<file path="src/rtl/control_sequencer_pkg.sv">
// control_sequencer_pkg: shared state, instruction-class, rd-source and pc-select encodings for the copperv control sequencer
package control_sequencer_pkg;
  localparam int IT_W = 4;
  localparam int SEL_W = 2;
  localparam int STATE_WIDTH = 3;
  typedef enum logic [STATE_WIDTH-1:0] {FETCH_S, DECODE_S, EXEC_S, MEM_S, WB_S} state_t;
  localparam logic [IT_W-1:0] INST_TYPE_IMM     = 4'd1;
  localparam logic [IT_W-1:0] INST_TYPE_INT_IMM = 4'd2;
  localparam logic [IT_W-1:0] INST_TYPE_INT_REG = 4'd3;
  localparam logic [IT_W-1:0] INST_TYPE_BRANCH  = 4'd4;
  localparam logic [IT_W-1:0] INST_TYPE_JAL     = 4'd5;
  localparam logic [IT_W-1:0] INST_TYPE_LOAD    = 4'd6;
  localparam logic [IT_W-1:0] INST_TYPE_STORE   = 4'd7;
  localparam logic [SEL_W-1:0] RD_DIN_SEL_IMM = 2'd0;
  localparam logic [SEL_W-1:0] RD_DIN_SEL_ALU = 2'd1;
  localparam logic [SEL_W-1:0] RD_DIN_SEL_MEM = 2'd2;
  localparam logic [SEL_W-1:0] RD_DIN_SEL_PC4 = 2'd3;
  localparam logic PC_NEXT_SEL_INC    = 1'b0;
  localparam logic PC_NEXT_SEL_TARGET = 1'b1;
  typedef struct packed {
    logic             inst_fetch;
    logic             data_req;
    logic             data_write;
    logic             rs1_en;
    logic             rs2_en;
    logic             alu_en;
    logic             rd_en;
    logic [SEL_W-1:0] rd_din_sel;
    logic             pc_en;
    logic             pc_next_sel;
    logic             bus_error;
    logic             illegal_inst;
  } ctrl_t;
  function automatic logic [1:0] src_regs(input logic [IT_W-1:0] t);
    return (t == INST_TYPE_INT_REG || t == INST_TYPE_STORE || t == INST_TYPE_BRANCH) ? 2'b11 :
           (t == INST_TYPE_INT_IMM || t == INST_TYPE_LOAD) ? 2'b01 : 2'b00;
  endfunction
  function automatic logic known(input logic [IT_W-1:0] t);
    return t >= INST_TYPE_IMM && t <= INST_TYPE_STORE;
  endfunction
endpackage

</file>
<file path="src/rtl/control_sequencer_bus_wait_timer.sv">
// bus_wait_timer: counts bus wait cycles and flags expiry at TIMEOUT-1 (never expires when TIMEOUT is 0)
module bus_wait_timer #(
  parameter int TIMEOUT   = 16,
  parameter int CNT_WIDTH = 5
) (
  input  logic clk,
  input  logic rst,
  input  logic clear,
  input  logic count_en,
  output logic expired
);
  logic [CNT_WIDTH-1:0] r_cnt;
  always_ff @(posedge clk) begin
    if (!rst || clear) r_cnt <= '0;
    else if (count_en) r_cnt <= r_cnt + 1'b1;
  end
  assign expired = (TIMEOUT != 0) && (r_cnt == CNT_WIDTH'(TIMEOUT - 1));
endmodule

</file>
<file path="src/rtl/control_sequencer.sv">
// control_sequencer: multi-cycle FETCH/DECODE/EXEC/MEM/WB control FSM with bus handshake waits and timeout abort
module control_sequencer
  import control_sequencer_pkg::*;
#(
  parameter int INST_TYPE_WIDTH  = 4,
  parameter int RD_DIN_SEL_WIDTH = 2,
  parameter int TIMEOUT          = 16,
  parameter int CNT_WIDTH        = 5
) (
  input  logic                        clk,
  input  logic                        rst,
  input  logic [INST_TYPE_WIDTH-1:0]  inst_type,
  input  logic                        inst_valid,
  input  logic                        data_done,
  input  logic                        branch_taken,
  output logic                        inst_fetch,
  output logic                        data_req,
  output logic                        data_write,
  output logic                        rs1_en,
  output logic                        rs2_en,
  output logic                        alu_en,
  output logic                        rd_en,
  output logic [RD_DIN_SEL_WIDTH-1:0] rd_din_sel,
  output logic                        pc_en,
  output logic                        pc_next_sel,
  output logic                        bus_error,
  output logic                        illegal_inst
);
  state_t r_state, w_next;
  logic [INST_TYPE_WIDTH-1:0] r_type;
  logic w_expired, w_abort, w_clear;
  ctrl_t w_c, w_o;
  always_ff @(posedge clk) begin
    if (!rst) begin
      r_state <= FETCH_S;
      r_type <= '0;
    end else begin
      r_state <= w_next;
      if (r_state == DECODE_S) r_type <= inst_type;
    end
  end
  always_comb begin
    w_c = '0;
    w_next = r_state;
    w_abort = 1'b0;
    case (r_state)
      FETCH_S: begin
        w_c.inst_fetch = 1'b1;
        w_abort = !inst_valid && w_expired;
        w_c.bus_error = w_abort;
        w_next = inst_valid ? DECODE_S : FETCH_S;
      end
      DECODE_S: begin
        {w_c.rs2_en, w_c.rs1_en} = src_regs(inst_type);
        w_c.illegal_inst = !known(inst_type);
        w_c.pc_en = !known(inst_type);
        w_c.pc_next_sel = PC_NEXT_SEL_INC;
        w_next = !known(inst_type) ? FETCH_S :
                 (inst_type == INST_TYPE_IMM || inst_type == INST_TYPE_JAL) ? WB_S : EXEC_S;
      end
      EXEC_S: begin
        w_c.alu_en = 1'b1;
        w_c.pc_en = r_type == INST_TYPE_BRANCH;
        w_c.pc_next_sel = r_type == INST_TYPE_BRANCH && branch_taken;
        w_next = (r_type == INST_TYPE_LOAD || r_type == INST_TYPE_STORE) ? MEM_S :
                 (r_type == INST_TYPE_BRANCH) ? FETCH_S : WB_S;
      end
      MEM_S: begin
        w_c.data_req = 1'b1;
        w_c.data_write = r_type == INST_TYPE_STORE;
        w_abort = !data_done && w_expired;
        w_c.bus_error = w_abort;
        w_c.pc_en = w_abort || (data_done && r_type != INST_TYPE_LOAD);
        w_c.pc_next_sel = PC_NEXT_SEL_INC;
        w_next = data_done ? (r_type == INST_TYPE_LOAD ? WB_S : FETCH_S) :
                 w_abort ? FETCH_S : MEM_S;
      end
      WB_S: begin
        w_c.rd_en = 1'b1;
        w_c.pc_en = 1'b1;
        w_c.rd_din_sel = r_type == INST_TYPE_IMM ? RD_DIN_SEL_IMM :
                         r_type == INST_TYPE_LOAD ? RD_DIN_SEL_MEM :
                         r_type == INST_TYPE_JAL ? RD_DIN_SEL_PC4 : RD_DIN_SEL_ALU;
        w_c.pc_next_sel = r_type == INST_TYPE_JAL ? PC_NEXT_SEL_TARGET : PC_NEXT_SEL_INC;
        w_next = FETCH_S;
      end
      default: w_next = FETCH_S;
    endcase
  end
  // an abort in FETCH keeps the state, so the counter must restart explicitly
  assign w_clear = (w_next != r_state) || w_abort;
  assign w_o = rst ? w_c : '0;
  bus_wait_timer #(.TIMEOUT(TIMEOUT), .CNT_WIDTH(CNT_WIDTH)) u_timer (
    .clk(clk),
    .rst(rst),
    .clear(w_clear),
    .count_en(r_state == FETCH_S || r_state == MEM_S),
    .expired(w_expired)
  );
  assign inst_fetch   = w_o.inst_fetch;
  assign data_req     = w_o.data_req;
  assign data_write   = w_o.data_write;
  assign rs1_en       = w_o.rs1_en;
  assign rs2_en       = w_o.rs2_en;
  assign alu_en       = w_o.alu_en;
  assign rd_en        = w_o.rd_en;
  assign rd_din_sel   = w_o.rd_din_sel;
  assign pc_en        = w_o.pc_en;
  assign pc_next_sel  = w_o.pc_next_sel;
  assign bus_error    = w_o.bus_error;
  assign illegal_inst = w_o.illegal_inst;
endmodule

</file>
<file path="config.mk">
export PLATFORM = sky130hd
export DESIGN_NAME = control_sequencer
export DESIGN_NICKNAME = d
export VERILOG_FILES = /design/src/rtl/control_sequencer_pkg.sv /design/src/rtl/control_sequencer_bus_wait_timer.sv /design/src/rtl/control_sequencer.sv
export SDC_FILE = /design/constraint.sdc
export NUM_CORES = 1
export LEC_CHECK = 0
export CORE_MARGIN = 3
export CORE_UTILIZATION = 30
export DETAILED_ROUTE_END_ITERATION = 7
export HOLD_SLACK_MARGIN = 0.12
export PLACE_DENSITY_LB_ADDON = 0.2
export SYNTH_ARGS = -nofsm -noshare
export SYNTH_HDL_FRONTEND = slang
export SYNTH_SLANG_ARGS = --single-unit
</file>
<file path="constraint.sdc">
create_clock -name clk -period 2.7 [get_ports clk]
set_input_delay 0.54 -clock clk [delete_from_list [all_inputs] [get_ports clk]]
set_output_delay 0.54 -clock clk [all_outputs]
set_load 0.05 [all_outputs]
</file>
; Yosys cells after proc, flatten, opt, wreduce, memory -nomap -nowiden
; Index checks and enable logic that the tools add are counted.
[op_classes]
add_sub_neg = 1
order_cmp = 2
n_eq_ne = 19
n_mux = 24
n_reduce_logical = 19
[op_table]
columns = cell, n
row1 = "4-bit by 3-bit equality test with 1-bit output, second input constant", 8
row2 = 3-bit 2-to-1 mux, 7
row3 = 2-bit 2-to-1 mux, 7
row4 = 13-bit 2-to-1 mux, 1
row5 = 3-bit one-hot mux with 4 select lines, 1
row6 = 1-bit logical OR, 9
row7 = "4-bit by 1-bit equality test with 1-bit output, second input constant", 2
row8 = "4-bit by 2-bit equality test with 1-bit output, second input constant", 2
row9 = 2-bit one-hot mux with 4 select lines, 1
row10 = "3-bit by 2-bit equality test with 1-bit output, second input constant", 2
row11 = 1-bit 2-to-1 mux, 6
row12 = "5-bit by 1-bit adder with 5-bit output, second input constant", 1
row13 = "5-bit by 4-bit equality test with 1-bit output, second input constant", 1
row14 = 1-bit logical AND, 5
row15 = "4-bit by 1-bit greater-or-equal comparator with 1-bit output, second input constant", 1
row16 = "4-bit by 3-bit <= comparator with 1-bit output, second input constant", 1
row17 = 1-bit logical NOT, 4
row18 = "4-bit by 3-bit != test with 1-bit output, second input constant", 1
row19 = "3-bit by 1-bit equality test with 1-bit output, second input constant", 1
row20 = "3-bit equality test, second input constant", 1
row21 = 3-bit logical NOT, 1
row22 = 3-bit != test, 1
row23 = 1-bit one-hot mux with 2 select lines, 1
[totals]
regBits = 12
inputBits = 9
output_inout_bits = 13
elab_cells = 68

; Depth between registers and ports, before layout
; Gate-level depths: netlist (run 1).
[logic_depth]
word_depth = 8
mapped_depth = 7
mapped_depth_nobuf = 7

; Cells and area by module
; From an unflattened synthesis (run 1), not the netlist that was laid out.
[unflattened]
cells_unflattened = 106
hier_area_um2 = 822.0
[modules_own_cells]
columns = mod, n_inst, cells_per_inst, area_each_um2, seq_area_each_um2
row1 = control_sequencer, 1, 82, 583.1, 140.1
row2 = bus_wait_timer, 1, 24, 239.0, 100.1

; Least setup slack after synthesis (run 1)
; Ideal clock, no wire load.
[synth_path]
path_type = input -> output
start = input port inst_type[3]
end = output port rs2_en
arrival_time_ns = 2.128
t_required_ns = 2.160
setup_slack_ns = 0.032
path_stages = 2
path_buffers = 0
path_cell_list = nor4b_1 -> nor3b_1
[synth_between]
elab_chain_len = 6
word_cells_on_any_way = 8
cone_classes = eq/ne (3) / mux (3) / reduce/logical (2)
[synth_lines]
columns = item, line
row1 = "start, declared", control_sequencer.sv:12  ; input logic [INST_TYPE_WIDTH-1:0] inst_type,
row2 = 4-bit by 2-bit equality test with 1-bit output or 4-bit by 3-bit equality test with 1-bit output (tied branches), control_sequencer_pkg.sv:35  ; return (t == INST_TYPE_INT_REG || t == INST_TYPE_STORE || t == INST_TYPE_BRANCH) ? 2'b11 :
row3 = 1-bit logical OR, control_sequencer_pkg.sv:35
row4 = 1-bit logical OR *, control_sequencer_pkg.sv:35
row5 = 2-bit 2-to-1 mux *, control_sequencer_pkg.sv:35
row6 = 2-bit 2-to-1 mux *, control_sequencer.sv:46  ; case (r_state)
row7 = 13-bit 2-to-1 mux *, control_sequencer.sv:92  ; assign w_o = rst ? w_c : '0;
row8 = "end, declared", control_sequencer.sv:20  ; output logic rs2_en,
; Every way passes the cells marked *; elsewhere a longest branch is shown, timed or not.

; Worst setup path in the final report (run 1)
[layout_path]
start = register u_timer.r_cnt[0]
end = output port pc_en
[layout_between]
elab_chain_len = 5
[layout_lines]
columns = item, line
row1 = "start, declared", control_sequencer_bus_wait_timer.sv:12  ; logic [CNT_WIDTH-1:0] r_cnt;
row2 = "start signal, assigned", control_sequencer_bus_wait_timer.sv:15  ; else if (count_en) r_cnt <= r_cnt + 1'b1;
row3 = 5-bit by 4-bit equality test with 1-bit output, control_sequencer_bus_wait_timer.sv:17  ; assign expired = (TIMEOUT != 0) && (r_cnt == CNT_WIDTH'(TIMEOUT - 1));
row4 = 1-bit logical AND, control_sequencer.sv:71  ; w_abort = !data_done && w_expired;
row5 = 1-bit logical OR, control_sequencer.sv:73  ; w_c.pc_en = w_abort || (data_done && r_type != INST_TYPE_LOAD);
row6 = 2-bit one-hot mux with 4 select lines, control_sequencer.sv:46
row7 = 13-bit 2-to-1 mux, control_sequencer.sv:92
row8 = "end, declared", control_sequencer.sv:24  ; output logic pc_en,
; Every way passes these cells.

==> summary.md, run 1 <==
| Metric | Value |
|---|---|
| Outcome | `complete, no violations` |
| Final wirelength | `2.20 mm` |
| Initial Utilization | `33.0%` |
| Via/cell ratio | `5.37` |
| Initial antenna violation count | `0` |
| Syn Area/Cell | `about 8.0 um^2` |
| Clk sink count | `12` |
| Syn Std Cell Area | `863 um^2` |
| Synth Net Count | `119` |
| Detail Route Antenna Nets | `0` |
| Total die area | `3560 um^2` |
| Most common flop cell mapped by yosys | `dfxtp_1` |
| Vias in the first global route | `830` |
| Worst-Margin Slew | `between 0.6 and 0.7 ns` |
| Path type of the worst setup path | `reg -> out` |
| Die W | `approximately 60 um` |
| Setup TNS Final | `0 ns` |
| FMAX | `just over 400 MHz` |
| Initial DRC Count | `23` |
| Post-synth EDFFs | `0` |
| Gr ovfl total | `0` |
| Number of CTS-inserted buffers | `3` |
| Core footprint | `around 2600 um^2` |
| Flops & latches, synth | `12` |
| Worst skew pair latency | `about 0.28 ns` |
| Seq. cell area | `240 um^2` |
| N_diodes | `0` |
| Static leakage | `0.508 nW` |
| H-tree depth | `1` |
| Root Buffer | `clkbuf_4` |
| Power per standard cell area | `348 nW/um^2` |
| Post-synth ARST share | `0%` |
| Crit end category | `output pin` |
| Register area share after synthesis | `between 20% and 30%` |
| Final Cycle Share | `just over 90%` |
| WL/cell | `13.5 um` |
| All-layer global routing usage | `13.7%` |
| Total I/O pin count | `22` |
| # setup viols final | `0` |
| Via count | `875` |
| First-pass GRT wire length | `between 3 and 4 mm` |
| Final Hold Viols | `0` |
| Max-capacitance violation count | `0` |
| Worst Path Max Fanout | `3` |
| Max-slew violations | `0` |
| Num rows | `18` |
| Fin nets | `146` |
| Multi-input logic area | `597 um^2` |
| Layout fillers | `around 270` |
| DR DRC count | `0` |
| Mapped Cells | `approximately 110` |
| Dpl ws | `~0.14 ns` |
| Final Skew | `0.00383 ns` |
| RSZ-0062 raised after global routing | `no` |
| Library cells used by synthesis | `41` |
| CTS tree | `built` |
| Hpwl dp | `around 1.7 mm` |
| Number of synthesis warnings | `0` |
| Crit start category | `register` |
| Required time worst endpoint | `2.16 ns` |
| WHS | `approximately 0.55 ns` |
| Pre-antenna DRT Iters | `4` |
| Commonest non-fill, non-tap cell in the layout | `nor2_1` |
| Slew HR | `59.0%` |
| Final setup margin | `0.213 ns` |
| Worst Path Arrival | `1.95 ns` |
| GP Congestion | `0.781` |
| Maximum VDD drop | `approximately 0.24 mV` |
| Largest net degree at the start of global routing | `18` |
| Final Critical Period | `2.49 ns` |
| Clock Path Buffers | `2` |
| Port Buffer Count | `21` |
| Setup bufs post-CTS | `0` |
| Area growth, synth to finish | `49.0%` |
| Reg clk slew, reported paths | `0.07 ns` |
| Share of cells above drive strength 1 | `19.5%` |
| Hold Path Class | `reg -> reg` |
| Die Y | `59.6 um` |
| Most frequent cells in the layout | `15 x nor2_1, 13 x buf_12, 12 x dfxtp_1` |
-- cell families (layout without fill, tap and decap cells) --
kind of cell | Yosys count | count (layout) | synth area share [%]
buf+inv | 7 | 32 | 3.77
mux | 5 | 5 | 5.80
simple gates | 57 | 57 | 39.0
xor+xnor | 4 | 4 | 4.06
flops | 12 | 12 | 27.8
compound gates | 21 | 21 | 16.7
fa+ha+maj | 2 | 2 | 2.90
-- final cells by class --
type / instances / area share (%)
Multi-Input combinational cell: 89 / 46.4
Timing Repair Buffer: 26 / 29.4
Sequential cell: 12 / 18.7
Tap cell: 30 / 2.92
Clock buffer: 3 / 1.75
Inverter: 3 / 0.875
-- metrics by stage --
stage	utilization (%)	cells	total power, mW	cell area (um^2)
floorplan	-	108	0.284	863
global placement	48.1	160	0.339	1260
detailed placement	48.1	160	0.341	1260
CTS	49.0	163	0.452	1280
global route	49.2	163	0.471	1290
finish	49.2	163	0.447	1290
-- where the power goes --
group | switching [mW] | internal (mW)
sequential | 0.0105 | 0.187
combinational | 0.0751 | 0.0652
clock | 0.0576 | 0.0518
-- synthesized netlist by cell type, types with 3 or more instances --
| cell type | instances | area [um^2] |
|---|---|---|
| a21oi_1 | 7 | 35.0 |
| and3_1 | 3 | 18.8 |
| dfxtp_1 | 12 | 240 |
| mux2i_1 | 5 | 50.1 |
| nand2b_1 | 4 | 25.0 |
| nand3_1 | 3 | 15.0 |
| nand3b_1 | 3 | 22.5 |
| nor2_1 | 15 | 56.3 |
| nor2b_1 | 3 | 18.8 |
| nor3_1 | 8 | 40.0 |
| nor3b_1 | 3 | 22.5 |
| o21ai_0 | 3 | 15.0 |
| xnor2_1 | 3 | 26.3 |
-- layer usage --
layer  track usage (%)  wire length (um)  up-vias
met5                 0                 0        -
met4              7.59                49        0
met3              1.53               100        5
met2              20.5               979       22
met1              18.9              1070      408
li1                  -                 -      440
-- sequential cells by signal, indices dropped and copies added (netlist names) --
| register | count |
|---|---|
| r_state | 3 |
| r_type | 4 |
| u_timer.r_cnt | 5 |
-- worst paths after layout --
check,slack (ns),end,cells after the start,startpoint
worst min-delay path,0.55,u_timer.r_cnt[4]$_SDFFE_PP0N_,2,u_timer.r_cnt[4]$_SDFFE_PP0N_
worst max register to register,0.64,u_timer.r_cnt[4]$_SDFFE_PP0N_,7,u_timer.r_cnt[0]$_SDFFE_PP0N_
worst max-delay path,0.21,pc_en,8,u_timer.r_cnt[0]$_SDFFE_PP0N_
worst min register to register,0.55,u_timer.r_cnt[4]$_SDFFE_PP0N_,2,u_timer.r_cnt[4]$_SDFFE_PP0N_
-- timing repair --
action / in CTS / in global routing
resized for setup: 0 / 1
endpoints found under the setup margin: 0 / 1
hold buffers: 0 / 0
-- critical path, stage by stage (launching register included) --
cell	delay [ns]
dfxtp_1	0.37
ha_1	0.18
and3_1	0.17
ha_1	0.18
nor2_1	0.07
nor3_1	0.16
nand2_1	0.08
a31oi_1	0.29
buf_12	0.18
Note: power is estimated with default switching activity, not from simulation.
==> run 2: changes to the inputs <==
--- a/config.mk
+++ b/config.mk
@@ -5,7 +5,7 @@
 export SDC_FILE = /design/constraint.sdc
 export NUM_CORES = 1
 export LEC_CHECK = 0
-export CORE_MARGIN = 3
+export CORE_MARGIN = 2
 export CORE_UTILIZATION = 30
 export DETAILED_ROUTE_END_ITERATION = 7
 export HOLD_SLACK_MARGIN = 0.12
==> run 2 against run 1 <==
  * Combinational power barely moved
  * Clock power is essentially flat
  * Power shrank 0.65%
  * Critical endpoint is now rs2_en
  * Largest cell class unchanged
==> summary.md, run 2 (same netlist as run 1, synthesis figures left out) <==
| Metric | Value |
|---|---|
| Final Critical Period | `2.51 ns` |
| Final Hold Viols | `0` |
| Final setup margin | `0.186 ns` |
| Via/cell ratio | `5.19` |
| Worst skew pair latency | `0.26 ns` |
| N_diodes | `0` |
| Die W | `57.6 um` |
| Total die area | `3320 um^2` |
| DR DRC count | `0` |
| Root Buffer | `clkbuf_4` |
| Outcome | `complete, no violations` |
| Initial antenna violation count | `0` |
| Registers with the most flip-flops | `u_timer.r_cnt x5, r_type x4, r_state x3` |
| # setup viols final | `0` |
| Largest net degree at the start of global routing | `15` |
| Setup TNS Final | `0 ns` |
| Required time worst endpoint | `2.16 ns` |
| Worst Path Arrival | `1.97 ns` |
| Dpl ws | `roughly 0.076 ns` |
| First-pass GRT wire length | `approximately 3.5 mm` |
| Worst-Margin Slew | `0.693 ns` |
| Reg2Reg Depth | `7` |
| Hpwl dp | `1.65 mm` |
| Final Instance Count excl. Fillers | `164` |
| Slew HR | `53.3%` |
| Port Buffer Count | `21` |
| Share of cells above drive strength 1 | `between 10% and 20%` |
| FMAX | `398 MHz` |
| CTS hold repair buffers | `0` |
| Crit end category | `output pin` |
| Clk sink count | `12` |
| Critical path, cell by cell | `clkdlybuf4s50_1 -> nor4b_2 -> nor3b_1 -> buf_12` |
| Vias in the first global route | `790` |
| Gr ovfl total | `0` |
| Core footprint | `~2700 um^2` |
| Most frequent cells in the layout | `15 x nor2_1, 13 x buf_12, 12 x dfxtp_1` |
| WHS | `0.552 ns` |
| WL/cell | `13.0 um` |
| Max reg flops | `5` |
| Detail Route Antenna Nets | `0` |
| Hold path depth | `2` |
| Placed cell count | `161` |
| Number of CTS-inserted buffers | `3` |
| Fin nets | `146` |
| Area growth, synth to finish | `49.1%` |
| Max-capacitance violation count | `0` |
| Placed cell area | `1260 um^2` |
| Crit start category | `input pin` |
| H-tree depth | `1` |
| Commonest non-fill, non-tap cell in the layout | `nor2_1` |
| Worst Path Max Fanout | `3` |
| RSZ-0062 raised after global routing | `no` |
| Setup bufs post-CTS | `0` |
| Initial Utilization | `roughly a third` |
| Max incr delay on CP | `0.45 ns` |
| CTS tree | `built` |
| Total I/O pin count | `22` |
| Reg with most FFs | `u_timer.r_cnt` |
| Die Y | `a little under 60 um` |
| Pre-antenna DRT Iters | `4` |
| GP Congestion | `0.811` |
| Critical path buffer and inverter count | `2` |
| Initial DRC Count | `27` |
| All-layer global routing usage | `a little over an eighth` |
| Reg clk slew, reported paths | `around 0.07 ns` |
| Max-slew violations | `0` |
| Final Skew | `0.00106 ns` |
| Maximum VDD drop | `0.278 mV` |
| Hold Path Class | `reg -> reg` |
| Clock Path Buffers | `2` |
| Worst path top cell family by delay | `simple AND/OR/NAND/NOR gates` |
| Slowest CP cell | `clkdlybuf4s50_1` |
| Final Cycle Share | `93.1%` |
| Power per standard cell area | `around 350 nW/um^2` |
| Critical path depth in cells | `4` |
| Via count | `851` |
| Static leakage | `approximately 0.51 nW` |
| Final wirelength | `~2.1 mm` |
| Path type of the worst setup path | `in -> out` |
| Num rows | `19` |
| Fin area | `roughly 1300 um^2` |
run 2: cell counts in the layout (fill, tap and decap cells not counted):
No cell type changed its count.
run 2: area by class of cell:
type | count | area (um^2)
fill | 264 | 1450
multi-input combinational | 89 | 597
inverter | 3 | 11.3
timing repair buffer | 26 | 378
tap | 31 | 38.8
clock buffer | 3 | 22.5
sequential | 12 | 240
run 2: timing repair:
action | 4_1_cts | 5_1_grt
setup endpoints to repair | 0 | 2
resized for setup | 0 | 1
endpoints found under the hold margin | 0 | 0
run 2: report_power, final:
part | internal [mW] | switching (mW) | leakage, nW
registers | 0.187 | 0.0140 | 0.0977
logic | 0.0653 | 0.0718 | 0.397
clock network | 0.0513 | 0.0549 | 0.0138
run 2: worst paths after layout:
kind,from,endpoint,slack (ns)
setup reg to reg,u_timer.r_cnt[0]$_SDFFE_PP0N_,u_timer.r_cnt[4]$_SDFFE_PP0N_,0.67
setup / recovery,inst_type[3],rs2_en,0.19
hold reg to reg,u_timer.r_cnt[4]$_SDFFE_PP0N_,u_timer.r_cnt[4]$_SDFFE_PP0N_,0.55
hold / removal,u_timer.r_cnt[4]$_SDFFE_PP0N_,u_timer.r_cnt[4]$_SDFFE_PP0N_,0.55
run 2: per-layer routing:
layer  vias to the layer above  global-route usage [%]  routed length [um]
li1                        439                       -                   -
met1                       393                    19.0                1040
met2                        17                    20.0                 984
met3                         2                    2.01                  87
met4                         0                    3.99                  20
met5                         -                       0                   0
run 2: tightest hold or removal path, cell delays in order (launching register included):
cell and delay, ns:
dfxtp_1 0.31, nor2_1 0.13, a2111oi_2 0.06
run 2: stage by stage:
stage,util [%],power [mW]
2_1_floorplan,-,0.284
3_3_place_gp,46.0,0.339
3_5_place_dp,46.0,0.341
4_1_cts,46.9,0.446
5_1_grt,47.1,0.470
6_report,47.1,0.444
==> run 3: changes to the inputs <==
--- a/config.mk
+++ b/config.mk
@@ -5,11 +5,14 @@
 export SDC_FILE = /design/constraint.sdc
 export NUM_CORES = 1
 export LEC_CHECK = 0
+export CELL_PAD_IN_SITES_DETAIL_PLACEMENT = 2
+export CELL_PAD_IN_SITES_GLOBAL_PLACEMENT = 2
 export CORE_MARGIN = 2
-export CORE_UTILIZATION = 30
+export CORE_UTILIZATION = 27
 export DETAILED_ROUTE_END_ITERATION = 7
 export HOLD_SLACK_MARGIN = 0.12
 export PLACE_DENSITY_LB_ADDON = 0.2
+export RECOVER_POWER = 100
 export SYNTH_ARGS = -nofsm -noshare
 export SYNTH_HDL_FRONTEND = slang
 export SYNTH_SLANG_ARGS = --single-unit
==> run 3 against run 2 <==
  * Sequential power barely moved
  * Combinational power fell by 4%
  * Core utilization fell by 7.6 points
  * Fmax fell by 2.7%
  * Clock-buffer cell count did not move
  * Global-route usage rose by 5.0 points
  * Critical path depth rose by 1
  * Critical endpoint is now rs1_en
  * Routed wire length rose by 38%
  * Register-to-register slack got worse by 0.26 ns
  * Clock power rose by 8%
==> summary.md, run 3 (same netlist as run 1, synthesis figures left out) <==
| Metric | Value |
|---|---|
| Outcome | `complete, no violations` |
| Via/cell ratio | `5.18` |
| Final wirelength | `between 2 and 3 mm` |
| Power per standard cell area | `369 nW/um^2` |
| Max-capacitance violation count | `0` |
| Root Buffer | `clkbuf_4` |
| Core footprint | `3050 um^2` |
| Port Buffer Count | `21` |
| Slew HR | `approximately three fifths` |
| Worst Path Max Fanout | `7` |
| Initial Utilization | `28.3%` |
| Area growth, synth to finish | `39.7%` |
| Share of power burned in registers | `45.0%` |
| Registers with the most flip-flops | `u_timer.r_cnt x5, r_type x4, r_state x3` |
| Setup TNS Final | `0 ns` |
| Number of CTS-inserted buffers | `3` |
| Initial antenna violation count | `0` |
| Commonest non-fill, non-tap cell in the layout | `nor2_1` |
| Layout fillers | `362` |
| Max-slew violations | `0` |
| Final Hold Viols | `0` |
| Clk pwr share | `25.6%` |
| Total die area | `approximately 3700 um^2` |
| Combinational power share | `29.5%` |
| Net Sw Frac | `33.8%` |
| Clock Path Buffers | `2` |
| RSZ-0062 raised after global routing | `no` |
| Critical path buffer and inverter count | `4` |
| R2r setup slk | `between 0.4 and 0.5 ns` |
| Crit path from | `rst` |
| Placed cell count | `174` |
| First-pass GRT wire length | `4.82 mm` |
| Fin nets | `146` |
| Setup bufs post-CTS | `0` |
| WL/cell | `16.5 um` |
| Worst path top cell family by delay | `buffers and inverters` |
| Worst Path Arrival | `2.05 ns` |
| Vias in the first global route | `955` |
| Final Instance Count excl. Fillers | `177` |
| N_diodes | `0` |
| Gr ovfl total | `0` |
| Largest net degree at the start of global routing | `15` |
| H-tree depth | `1` |
| Reg with most FFs | `u_timer.r_cnt` |
| Final Critical Period | `between 2 and 3 ns` |
| Required time worst endpoint | `around 2.2 ns` |
| Met3 WL | `85 um` |
| R2r startpoint | `u_timer.r_cnt[0]$_SDFFE_PP0N_` |
| Die Y | `60.5 um` |
| Hold_sp | `u_timer.r_cnt[4]$_SDFFE_PP0N_` |
| Pre-antenna DRT Iters | `3` |
| Crit start category | `input pin` |
| Slowest CP cell | `dlygate4sd3_1` |
| Power Internal | `295 uW` |
| Final Cycle Share | `a little over nine tenths` |
| Clk sink count | `12` |
| Max reg flops | `5` |
| All-layer global routing usage | `between 10% and 20%` |
| Critical path, cell by cell | `dlygate4sd3_1 -> clkinv_1 -> clkbuf_1 -> nor2_1 -> buf_12` |
| Num rows | `20` |
| Share of cells above drive strength 1 | `13.5%` |
| DR DRC count | `0` |
| Max incr delay on CP | `around 0.63 ns` |
| Sw power | `150 uW` |
| Crit end category | `output pin` |
| Path type of the worst setup path | `in -> out` |
| Static leakage | `0.496 nW` |
| Hold Path Class | `reg -> reg` |
| Worst skew pair latency | `about 0.28 ns` |
| Most frequent cells in the layout | `15 x nor2_1, 12 x dfxtp_1, 8 x nor3_1, 8 x a21oi_1` |
| Worst-Margin Slew | `0.617 ns` |
| Die W | `60.5 um` |
| GP Congestion | `0.742` |
| CTS tree | `built` |
| Final Skew | `0.000837 ns` |
| Met2 WL | `approximately 1.5 mm` |
| Detail Route Antenna Nets | `0` |
| DR top layer | `met4` |
| Reg clk slew, reported paths | `0.08 ns` |
| Wl on met1 | `1.34 mm` |
| Hpwl dp | `2.37 mm` |
| Maximum VDD drop | `roughly 0.18 mV` |
| FMAX | `between 300 and 400 MHz` |
| Total I/O pin count | `22` |
| Via count | `917` |
| # setup viols final | `0` |
| Initial DRC Count | `9` |
run 3: per-layer routing:
layer	GRT usage, %	up-vias
met1	24.1	450
li1	-	444
met5	0	-
met2	30.1	18
met3	1.49	5
met4	7.45	0
run 3: power groups by stage:
stage	clock [mW]	combinational, mW	sequential [mW]
after floorplan	0	0.0869	0.197
after global placement	0	0.138	0.203
after detailed placement	0	0.144	0.204
after CTS	0.117	0.145	0.200
after global routing	0.123	0.143	0.202
final	0.114	0.131	0.200
run 3: final timing paths:
check / endpoint / cells past startpoint
setup / recovery: rs1_en / 5
hold / removal: u_timer.r_cnt[4]$_SDFFE_PP0N_ / 2
setup reg to reg: u_timer.r_cnt[4]$_SDFFE_PP0N_ / 7
hold reg to reg: u_timer.r_cnt[4]$_SDFFE_PP0N_ / 2
run 3: worst register-to-register path, cell delays in order (launching register included):
cell	delay, ns
dfxtp_1	0.35
ha_1	0.22
and3_1	0.20
ha_1	0.21
or3b_1	0.37
a21oi_1	0.21
nand4b_1	0.27
a2111oi_0	0.35
run 3: metrics by stage:
stage / total power [mW] / util (%) / area (um^2) / setup WS, ns / hold slack (ns)
2_1_floorplan: 0.284 / - / 863 / 0.0323 / 0.512
3_3_place_gp: 0.341 / 41.8 / 1270 / 0.166 / 0.533
3_5_place_dp: 0.349 / 41.8 / 1270 / 0.115 / 0.545
4_1_cts: 0.463 / 42.5 / 1300 / 0.0530 / 0.555
5_1_grt: 0.468 / 39.5 / 1210 / 0.0170 / 0.601
6_report: 0.445 / 39.5 / 1210 / 0.114 / 0.521
run 3: timing repair:
action                                 4_1_cts  5_1_grt
hold buffers                                 0        0
resized for setup                            0        2
setup endpoints to repair                    0        2
endpoints found under the hold margin        0        0
run 3: area by class of cell:
class / instances / area [um^2] / share of cell area (%)
Inverter: 3 / 11.3 / 0.934
Multi-Input combinational cell: 89 / 582 / 48.2
Timing Repair Buffer: 26 / 295 / 24.5
Tap cell: 44 / 55.1 / 4.56
Sequential cell: 12 / 240 / 19.9
Clock buffer: 3 / 22.5 / 1.87
